<file path="src/rtl/cpu_types_pkg.sv">
// Shared CPU datapath types: register word, register index, and the
// register-file dump engine state encoding.
package cpu_types_pkg;

  typedef logic [31:0] word_t;
  typedef logic [4:0]  regbits_t;

  typedef enum logic [2:0] {
    IDLE    = 3'd0,
    READ    = 3'd1,
    CAPTURE = 3'd2,
    SEND    = 3'd3,
    DONE    = 3'd4
  } dump_state_t;

endpackage

</file>
<file path="src/rtl/regfile_dump_engine.sv">
// Walks register indices over the register file's read port 1 and streams
// (index, value) pairs on a valid/ready port, summing every accepted word.
module regfile_dump_engine
  import cpu_types_pkg::*;
#(
  parameter int NREGS   = 32,
  parameter int SKIP_R0 = 1
) (
  input  logic        CLK,
  input  logic        RST,
  input  logic        start,
  output regbits_t    rsel1,
  input  word_t       rdat1,
  output logic        out_valid,
  input  logic        out_ready,
  output regbits_t    out_idx,
  output word_t       out_data,
  output logic        busy,
  output logic        done,
  output word_t       checksum,
  output dump_state_t dbg_state
);

  localparam int       FIRST_I = (SKIP_R0 != 0) ? 1 : 0;
  localparam regbits_t FIRST   = regbits_t'(FIRST_I);
  localparam regbits_t LAST    = regbits_t'(NREGS - 1);

  if (!(FIRST_I < NREGS && NREGS <= 32)) begin : g_bad_nregs
    $error("regfile_dump_engine: NREGS must satisfy FIRST < NREGS <= 32");
  end

  // Output handshake: a word transfers at a rising edge where
  // out_valid && out_ready; while out_valid is high and out_ready is low,
  // out_idx/out_data are held unchanged.

  dump_state_t state, state_n;
  regbits_t    idx, idx_n;
  logic        valid_n;
  regbits_t    oidx_n;
  word_t       odata_n;
  word_t       sum_n;

  always_ff @(posedge CLK) begin
    if (RST) begin
      state     <= IDLE;
      idx       <= FIRST;
      out_valid <= 1'b0;
      out_idx   <= '0;
      out_data  <= '0;
      checksum  <= '0;
    end else begin
      state     <= state_n;
      idx       <= idx_n;
      out_valid <= valid_n;
      out_idx   <= oidx_n;
      out_data  <= odata_n;
      checksum  <= sum_n;
    end
  end

  always_comb begin
    state_n = state;
    idx_n   = idx;
    valid_n = out_valid;
    oidx_n  = out_idx;
    odata_n = out_data;
    sum_n   = checksum;
    busy    = (state != IDLE);
    done    = (state == DONE);
    unique case (state)
      IDLE: begin
        if (start) begin
          state_n = READ;
          idx_n   = FIRST;
          sum_n   = '0;
        end
      end
      // The register file samples rsel1 at the end of this cycle.
      READ: state_n = CAPTURE;
      CAPTURE: begin
        odata_n = rdat1;
        oidx_n  = idx;
        valid_n = 1'b1;
        state_n = SEND;
      end
      SEND: begin
        if (out_ready) begin
          sum_n   = checksum + out_data;
          valid_n = 1'b0;
          if (idx == LAST) begin
            state_n = DONE;
          end else begin
            idx_n   = idx + 5'd1;
            state_n = READ;
          end
        end
      end
      DONE: state_n = IDLE;
      default: state_n = IDLE;
    endcase
  end

  assign rsel1     = idx;
  assign dbg_state = state;

endmodule

</file>
<file path="config.mk">
export PLATFORM = sky130hd
export DESIGN_NAME = regfile_dump_engine
export DESIGN_NICKNAME = d
export VERILOG_FILES = /design/src/rtl/cpu_types_pkg.sv /design/src/rtl/regfile_dump_engine.sv
export SDC_FILE = /design/constraint.sdc
export NUM_CORES = 1
export LEC_CHECK = 0
export CAP_MARGIN = 5
export CORE_ASPECT_RATIO = 1.1
export CORE_MARGIN = 5
export CORE_UTILIZATION = 49
export DETAILED_ROUTE_END_ITERATION = 8
export PLACE_DENSITY_LB_ADDON = 0.25
export SYNTH_ARGS = -nofsm -noshare
export SYNTH_HDL_FRONTEND = slang
export SYNTH_SLANG_ARGS = --single-unit
export TNS_END_PERCENT = 30
</file>
<file path="constraint.sdc">
create_clock -name CLK -period 3.3 [get_ports CLK]
set_input_delay 0.99 -clock CLK [delete_from_list [all_inputs] [get_ports CLK]]
set_output_delay 0.99 -clock CLK [all_outputs]
set_load 0.05 [all_outputs]
</file>
# == Yosys cells after proc, flatten, opt, wreduce, memory -nomap -nowiden ==
# Index checks and enable logic that the tools add are counted.
# Widths: inputs -> output; s select.
# totals
in_bits,36
regBits,78
# classes
n_eq_ne,8
muxes,13
n_addsub,2
n_reduce_logical,8
# op_table
operator,n
$mux 32,2
$pmux 32 s2,1
$add 32x32->32,1
$mux 5,3
$pmux 3 s4,1
$pmux 5 s2,1
$mux 3,3
$eq 3x2->1 const B,2
$ne 2x2->1 const B,3
$add 5x1->5 const B,1
$eq 5x5->1 const B,1
$reduce_and 2->1,2
$reduce_and 4->1,1
$reduce_bool 2->1,2
$eq 3x1->1 const B,1
$eq 3x3->1 const B,1
$logic_not 3->1,1
$reduce_and 3->1,1
$reduce_bool 3->1,1
$pmux 1 s2,1
$mux 1,1

# == Depth between registers and ports, before layout ==
# logic_depth
word_depth,4
ltp_mapped,11
depth_no_buf,11

# == Worst setup path before layout ==
# No wires, ideal clock.
# synth_timing
kind,reg2reg
start,reg checksum[0]
end,reg checksum[20]
arrival_time_ns,2.650
required_ns,3.183
setup_ns,0.117
path_buffers,0
path_slack_ns,0.533
path_stages_with_launch,12
path_cell_list,dfxtp_1 ha_1 inv_1 fa_1 nor2b_1 o2111ai_1 a21oi_1 o21ai_1 o21ai_1 a31oi_1 xnor2_1 a22o_1
# synth_between
elab_chain_cells,3
# synth_lines
element,line_no,rtl
start: declaration,regfile_dump_engine.sv:20,"output word_t checksum,"
start signal: assignment,regfile_dump_engine.sv:57,checksum <= sum_n;
$add 32x32->32,regfile_dump_engine.sv:88,sum_n = checksum + out_data;
$mux 32,regfile_dump_engine.sv:87,if (out_ready) begin
$pmux 32 s2,regfile_dump_engine.sv:70,unique case (state)
# No other way between the ends. The select of a mux whose other input is x is not followed.
# A chain may end at the register's enable or synchronous reset.

# == Worst setup path after layout ==
# layout_timing
start,"reg state[2], in the netlist dbg_state[2]"
end,out busy
# layout_between
elab_chain_cells,1
# layout_lines
element,line_no,rtl
start: declaration,regfile_dump_engine.sv:36,"dump_state_t state, state_n;"
start signal: assignment,regfile_dump_engine.sv:52,state <= state_n;
$reduce_bool 3->1,regfile_dump_engine.sv:68,busy = (state != IDLE);
end: declaration,regfile_dump_engine.sv:18,"output logic busy,"
# No other way between the ends.

==> results by group <==
Die
  – Die outline width: 101 um
  – IO Pins: 116
  – Row cnt: 36
  – Die footprint: 0.0112 mm2
  – Starting density of the core: 50.3%
  – Die H: 110 um
  – Std-Cell Core Area: 0.00892 mm2

Final layout
  – ANT cells: 0
  – Count of filler cells inserted in the layout: 766
  – Post-Route Utilization: 66.4%
  – Count of non-filler cells in the finished layout: 779
  – Post-layout nets: 731
  – Synth-to-Final Area Change: 32.0%
  – Finished layout cell area: 0.00592 mm2
  – Share of final-layout standard cells stronger than drive strength 1: 5.56%

STA
  – Slew at the pin closest to its max-slew limit: 0.769 ns
  – Final setup violation count: 0
  – Fmax: 338 MHz
  – Unrepaired setup endpoints after global routing: false
  – Setup_tns: 0 ns
  – Min Clock Period, post-route: 2.96 ns
  – Total count of hold-check failures in the final report: 0
  – Worst slew margin relative to its limit: 48.6%
  – Portion of the clock cycle consumed by the worst path in the final layout: 89.8%
  – Number of max-slew violations in the final report: 0
  – Clk_skew: 0.00673 ns

Power
  – Total power of the final layout: 2.20 mW
  – P_leak: 2.37 nW
  – Pwr Density: 372 mW/mm2
  – Peak supply drop: 0.211 mV

Routing
  – Final Routed Wirelength: 12000 um
  – Mean number of vias per cell: 5.54
  – Average routed wire per standard cell: 15.4 um
  – Detailed Route Iter0 Violations: 167
  – Count of unresolved DRC violations after routing: 0
  – Detail Route Antenna Nets: 0
  – Via Count: 4313
  – DRT Pass-1 Iters: 4

CTS
  – CTS clk-pin slew, worst paths: 0.08 ns
  – Htree depth: 3
  – Clock buffer count from CTS: 9
  – Hold_buf cts: 0
  – Clock sinks: 78
  – Number of buffers inserted to repair setup after CTS: 0
  – Clock tree from TritonCTS: yes
  – Root buffer selected by CTS: sky130_fd_sc_hd__clkbuf_8
  – Clock insertion delay at the later pin of the skew report: 0.35 ns
  – Resize count post-CTS: 0
  – Maximum clock insertion buffer count: 2

Setup path
  – Category of the worst setup path capture point: output pin
  – Reg2Reg Launch Point: checksum[0]$_SDFFE_PP0P_
  – Depth of the worst register-to-register path: 11
  – Data required time at the worst endpoint: 2.31 ns
  – Startpoint types: flop
  – Critical path launch point: dbg_state[2]$_SDFFE_PP0P_
  – Kind of critical path: flop to output pin
  – Arrival time at the worst endpoint: 1.97 ns
  – Crit Path Max Fanout: 16

Synth
  – Post-synthesis instance area: 0.00449 mm2
  – Number of different library cells in the post-synthesis netlist: 51
  – Synthesized netlist cell count: 561
  – Number of warnings printed during yosys synthesis: 0
  – Syn avg cell area: 8.00 um2
  – Portion of the post-synthesis area used by sequential elements: 34.8%
  – Net Count, Synth: 631
  – Flop and latch count out of synthesis: 78
  – Number of enable flip-flop cells after synthesis: 0
  – FFs w/ async S/R, synth: 0%
  – Dominant synthesized flop cell: sky130_fd_sc_hd__dfxtp_1

Global routing
  – Global-route wire length before repair: 19400 um
  – Via count of the first global-routing pass: 4130
  – Overflow left after global routing: 0
  – Tot GR Track Use: 21.6%
  – Antenna violations before repair: 0
  – Maximum number of pins on one net before global-route repair: 59

Min path
  – Number of cells on the worst hold path: 2
  – Hold_sp: out_idx[4]$_SDFFE_PP0P_
  – Hold Crit Class: flop to flop

Placement
  – Placed Cells incl. Taps: 764
  – Placed cell areas: 0.00572 mm2
  – Global placement routability congestion: 0.877
  – PortBufs: 115
  – Detailed placer's ending HPWL: 9010 um

Run
  – Max cap viols: 0

Status
  – Result of the run: completed
-- report_power, final --
group	total [mW]	internal (mW)	switching, mW
combinational	0.450	0.163	0.288
sequential	1.01	0.974	0.0325
clock	0.745	0.406	0.339
-- cells by family (layout without fill, tap and decap cells) --
family          count (synthesis)  in the layout  synth area share (%)
simple gates                  197            197                  19.4
xor+xnor                       31             31                  6.05
buf+inv                        46            150                  3.88
mux                             1              1                 0.223
compound gates                174            174                  26.0
flops                          78             78                  34.8
fa+ha+maj                      34             34                  9.65
-- layout by cell type, fill, tap and decap left out, types with 12 or more instances in the layout --
master,count
sky130_fd_sc_hd__o21ai_0,13
sky130_fd_sc_hd__a22oi_1,13
sky130_fd_sc_hd__clkdlybuf4s50_1,114
sky130_fd_sc_hd__a21oi_1,70
sky130_fd_sc_hd__dfxtp_1,78
sky130_fd_sc_hd__a21o_1,15
sky130_fd_sc_hd__nand3_1,13
sky130_fd_sc_hd__clkbuf_8,12
sky130_fd_sc_hd__xnor2_1,21
sky130_fd_sc_hd__a22o_1,15
sky130_fd_sc_hd__ha_1,33
sky130_fd_sc_hd__nand2_1,103
sky130_fd_sc_hd__nor2_1,39
-- path summary, 6_finish.rpt --
kind / endpoint / slack, ns
worst max-delay path: busy / 0.34
worst min-delay path: out_idx[4]$_SDFFE_PP0P_ / 0.46
worst max register to register: checksum[20]$_SDFFE_PP0P_ / 0.50
worst min register to register: out_idx[4]$_SDFFE_PP0P_ / 0.46
-- cell usage after synthesis (4+ instances only) --
cell type,number,area [um2]
sky130_fd_sc_hd__inv_1,11,41.3
sky130_fd_sc_hd__nor3_1,6,30.0
sky130_fd_sc_hd__clkbuf_1,31,116
sky130_fd_sc_hd__o21ai_0,13,65.1
sky130_fd_sc_hd__nor2b_1,6,37.5
sky130_fd_sc_hd__a21oi_1,70,350
sky130_fd_sc_hd__xnor2_1,21,184
sky130_fd_sc_hd__o21bai_1,7,52.6
sky130_fd_sc_hd__a21oi_2,4,35.0
sky130_fd_sc_hd__xor2_1,10,87.6
sky130_fd_sc_hd__ha_1,33,413
sky130_fd_sc_hd__a22oi_1,13,97.6
sky130_fd_sc_hd__nand2_1,103,387
sky130_fd_sc_hd__and2_1,4,25.0
sky130_fd_sc_hd__o21a_1,6,45.0
sky130_fd_sc_hd__and3_1,5,31.3
sky130_fd_sc_hd__nand4_1,8,50.1
sky130_fd_sc_hd__a31oi_1,5,31.3
sky130_fd_sc_hd__a22o_1,15,131
sky130_fd_sc_hd__nand3_1,13,65.1
sky130_fd_sc_hd__nor2_1,39,146
sky130_fd_sc_hd__a21o_1,15,113
sky130_fd_sc_hd__o21ai_1,6,30.0
sky130_fd_sc_hd__dfxtp_1,78,1560
-- worst max-delay path, stage by stage, from the launching register on --
cell	delay [ns]
sky130_fd_sc_hd__dfxtp_1	0.62
sky130_fd_sc_hd__or3_1	0.21
sky130_fd_sc_hd__clkdlybuf4s50_1	0.80
-- final cells by class --
cell class	count	area, um2	area share, %
Clock buffer	12	165	2.79
Clock inverter	3	42.5	0.718
Inverter	11	41.3	0.697
Multi-Input combinational cell	437	2760	46.5
Sequential cell	78	1560	26.4
Tap cell	114	143	2.41
Timing Repair Buffer	124	1210	20.5
-- metrics by stage --
step                hold WS [ns]  setup WS [ns]
global route               0.479          0.239
floorplan                  0.675          0.533
detailed placement         0.450          0.550
CTS                        0.460          0.329
global placement           0.443          0.593
finish                     0.459          0.338
-- registers in the layout (all words and copies together) (netlist names) --
register / cells
checksum: 32
out_data: 32
out_idx: 5
rsel1: 5
dbg_state: 3
out_valid: 1
-- metal layers --
metal	global-route usage [%]	vias to the layer above	share of wire, %
met5	0	-	0
met4	5.32	0	0.76
met3	6.04	9	5.8
met2	38.7	102	50
met1	25.3	2020	43
li1	-	2182	-
(Power assumes the default switching activity.)
